### src/rtl/norm_shift_pkg.sv
// Shared constants for the left normalizer: data/count widths and FSM state encoding.
package norm_shift_pkg;

  localparam int DATA_W = 32;
  localparam int CNT_W  = 6;

  localparam logic [1:0] ST_IDLE  = 2'd0;
  localparam logic [1:0] ST_SHIFT = 2'd1;
  localparam logic [1:0] ST_DONE  = 2'd2;

endpackage

### src/rtl/norm_step.sv
// One normalization step: picks the shift amount k for the current operand and applies it.
// NORM_SHIFT_FAST_EN selects coarse 16/4/1 stepping; otherwise every step shifts by one.
module norm_step
  import norm_shift_pkg::*;
(
  input  logic [DATA_W-1:0] res_in,
  output logic [DATA_W-1:0] res_out,
  output logic [CNT_W-1:0]  step_k
);

  // Coarse steps never overshoot: a 16 or 4 shift is only taken when that many top bits are zero.
  always_comb begin
    step_k = CNT_W'(1);
`ifdef NORM_SHIFT_FAST_EN
    if (res_in[31:16] == 16'h0000) begin
      step_k = CNT_W'(16);
    end else if (res_in[31:28] == 4'h0) begin
      step_k = CNT_W'(4);
    end
`endif
    res_out = res_in << step_k;
  end

endmodule

### src/rtl/norm_shift.sv
// Iterative left normalizer with start/done handshake; busy/done decode from the state register.
// Step rule is set by NORM_SHIFT_FAST_EN inside norm_step.
module norm_shift
  import norm_shift_pkg::*;
(
  input  logic              clk,
  input  logic              rst_n,
  input  logic              start,
  input  logic [DATA_W-1:0] value,
  output logic              busy,
  output logic              done,
  output logic [DATA_W-1:0] res,
  output logic [CNT_W-1:0]  shcnt,
  output logic              zero
);

  logic [1:0]        state_q, state_d;
  logic [DATA_W-1:0] res_q, res_d;
  logic [CNT_W-1:0]  shcnt_q, shcnt_d;
  logic              zero_q, zero_d;

  logic [DATA_W-1:0] step_res;
  logic [CNT_W-1:0]  step_k;

  norm_step u_step (
    .res_in  (res_q),
    .res_out (step_res),
    .step_k  (step_k)
  );

  always_comb begin
    state_d = state_q;
    res_d   = res_q;
    shcnt_d = shcnt_q;
    zero_d  = zero_q;
    case (state_q)
      ST_IDLE, ST_DONE: begin
        if (start) begin
          res_d   = value;
          shcnt_d = '0;
          zero_d  = (value == '0);
          state_d = (value[31] || value == '0) ? ST_DONE : ST_SHIFT;
        end else begin
          state_d = ST_IDLE;
        end
      end
      ST_SHIFT: begin
        res_d   = step_res;
        shcnt_d = shcnt_q + step_k;
        if (step_res[31]) begin
          state_d = ST_DONE;
        end
      end
      default: state_d = ST_IDLE;
    endcase
  end

  always_ff @(posedge clk or negedge rst_n) begin
    if (!rst_n) begin
      state_q <= ST_IDLE;
      res_q   <= '0;
      shcnt_q <= '0;
      zero_q  <= 1'b0;
    end else begin
      state_q <= state_d;
      res_q   <= res_d;
      shcnt_q <= shcnt_d;
      zero_q  <= zero_d;
    end
  end

  assign busy  = (state_q == ST_SHIFT);
  assign done  = (state_q == ST_DONE);
  assign res   = res_q;
  assign shcnt = shcnt_q;
  assign zero  = zero_q;

endmodule
### config.mk
export PLATFORM = sky130hd
export DESIGN_NAME = norm_shift
export DESIGN_NICKNAME = d
export VERILOG_FILES = /design/src/rtl/norm_shift_pkg.sv /design/src/rtl/norm_step.sv /design/src/rtl/norm_shift.sv
export SDC_FILE = /design/constraint.sdc
export NUM_CORES = 1
export LEC_CHECK = 0
export ABC_CLOCK_PERIOD_IN_PS = 2700
export BUFFER_PORTS_ARGS = -buffer_cell sky130_fd_sc_hd__buf_2
export CORE_UTILIZATION = 50
export DETAILED_ROUTE_END_ITERATION = 8
export PLACE_DENSITY_LB_ADDON = 0.15
export SKIP_CTS_REPAIR_TIMING = 1
export SYNTH_ARGS = -nofsm -noshare
export SYNTH_HDL_FRONTEND = slang
export SYNTH_HIERARCHICAL = 1
export SYNTH_SLANG_ARGS = --single-unit
### constraint.sdc
create_clock -name clk -period 2.7 [get_ports clk]
set_input_delay 0.27 -clock clk [delete_from_list [all_inputs] [get_ports clk]]
set_output_delay 0.27 -clock clk [all_outputs]
set_load 0.01 [all_outputs]
==> results.toml <==
[place]
dp.cells = 329
gp_congestion = 0.769
port_buffers = 75
place_hpwl_um = 3410
post-place-ws_ps = 622

[worst_setup_path]
worst-path-buf-inv = 0
end_kind = "register"
worst_setup_path_start_kind = "register"
crit-reg2reg-launch = "shcnt[4]"
r2r-end = "shcnt[5]"
r2r.worst_path.cells = 5
crit_path_top_delay_cell = "dfrtp_1"
cp_max_fo = 4
cp.required_ps = 2870
r2r_setup_slack_ps = 600
path_cells = "ha_1, and3_4, a2111oi_4, mux2_2, a221o_1"
worst_ep_arrival_time_ps = 2270
crit_type = "register to register"
critPathMaxStageDelay_ps = 400
crit_family = "compound AO/OA/AOI/OAI gates"

[sta]
slew_viol_final = 0
relSlewSlack = 0.391
fin_ws_ps = 604
worst_pin_slew_ps = 913
setup_viol = 0
rsz0062_at_grt = "false"
finalSetupTns_ps = 0
fin_crit_sh = 0.776
fin_crit_ps = 2100
skew_ps = 12.9
max_freq_mhz = 477
holdWs_ps = 96.9
final_hold_viol_count = 0

[logic_synthesis]
yosys_warnings = 6
yosys_most_used_dff = "dfrtp_1"
async_flop_share = 1.00
syn_avg_cell_area_um2 = 9.37
synth_area_um2 = 2270
synth-edff-count = 0
yosys_register_bits = 41
yosysUniqueCellTypes = 38
netlist_instances = 242
ys_seq_area_frac = 0.452

[pwr]
ir_drop_mv = 0.507
power_density_nw_per_um2 = 1120
leakagePower_nw = 1.35

[global_route]
grt_overflow_total = 0
grt_pass1_vias = 1622
grt_pass1_wl_um = 8030
antenna_found_initial = 0
grt.total_usage = 0.212
grt_max_degree = 42

[route]
drc = 0
wire_per_inst_um = 14.3
drt-pass1-iter-count = 4
drt_wl_total_um = 4810
ant_nets = 0
dr_total_vias = 1771
viasPerCell = 5.26
drt_iter0_drc = 129

[outcome]
status = "complete, no violations"

[finish]
layout.nets = 325
final_util = 0.578
final_common_cell = "buf_2"
final_cell_mix = "buf_2, nand2_1, dfrtp_1, a22oi_1, nor4_1"
drive_gt1_frac = 0.333
syn_to_final_growth_pct = 11.0
num_antenna_cells = 0
fin_cells = 337

[clock_tree]
cts_buffers = 5
cts_tree = "yes"
cts-htree-levels = 2
cts_root_buf = "clkbuf_8"
clk_pin_slew_ps = 80
cts.sink_count = 41
clock_path_buffers = 2
clock_latency_ps = 300

[floorplanning]
row_count = 24
fp.dieH_um = 69.4
core_um2 = 4350
die-area_um2 = 4810
pin_count = 76
dieWidth_um = 69.4
initial_core_util = 0.521

[hold_path]
hold_class = "input port to asynchronous set/reset pin"

[job]
drv_cap = 0
logic make-up (layout without fill, tap and decap cells):
family,Yosys count,after routing,synth area share
simple gates,90,90,0.174
buf+inv,51,89,0.153
compound gates,47,47,0.161
flops,41,41,0.452
fa+ha+maj,6,6,0.0364
xor+xnor,4,4,0.0154
other cells,2,7,0.00331
mux,1,1,0.00496
metal layers:
layer  vias to the layer above  share of wire  track usage
met2                        50           0.46        0.318
met4                         0          0.010       0.0544
met5                         -              0            0
li1                        875              -            -
met1                       839           0.48        0.306
met3                         7          0.052       0.0552
cell usage after synthesis, types with 3 or more instances:
master	instances	share of area
a22o_1	3	0.012
o21ai_0	3	0.0066
buf_2	4	0.0088
a22oi_1	31	0.10
ha_1	5	0.028
dfrtp_1	41	0.45
nor4_1	8	0.022
clkbuf_1	5	0.0083
nand2_1	68	0.11
buf_4	38	0.13
worst max path at each step:
stage | from | end | slack (ps) | cells past startpoint
finish | shcnt[4] | shcnt[5] | 600 | 5
floorplan | shcnt[2] | shcnt[5] | 650 | 5
global placement | shcnt[4] | shcnt[5] | 670 | 5
detailed placement | shcnt[2] | shcnt[5] | 620 | 5
global route | state_q[1] | busy | 490 | 4
CTS | shcnt[4] | shcnt[5] | 610 | 5
through the flow:
stage / instance area [um2] / total power (W)
after CTS: 2520 / 0.00283
after detailed placement: 2420 / 0.00240
after global placement: 2420 / 0.00237
final: 2520 / 0.00281
after global routing: 2520 / 0.00303
after floorplan: 2290 / 0.00221
sequential cells by signal, summed over array words and instances, names as in the netlist:
signal,flops
zero,1
res,32
shcnt,6
state_q,2
power by group:
| part | switching (W) | internal, W | leakage, nW | total, W |
|---|---|---|---|---|
| clock | 0.000219 | 0.000207 | 0.0512 | 0.000426 |
| sequential | 0.000230 | 0.000902 | 0.507 | 0.00113 |
| combinational | 0.000718 | 0.000533 | 0.793 | 0.00125 |
cell type report:
| type | instances | area [um2] |
|---|---|---|
| clock buffers | 6 | 82.6 |
| well taps | 52 | 65.1 |
| multi-input cells | 155 | 917 |
| fillers | 407 | 1840 |
| flip-flops and latches | 41 | 1030 |
| repair buffers | 79 | 405 |
| inverters | 2 | 7.51 |
| clock inverters | 2 | 13.8 |
(Power assumes the default switching activity.)
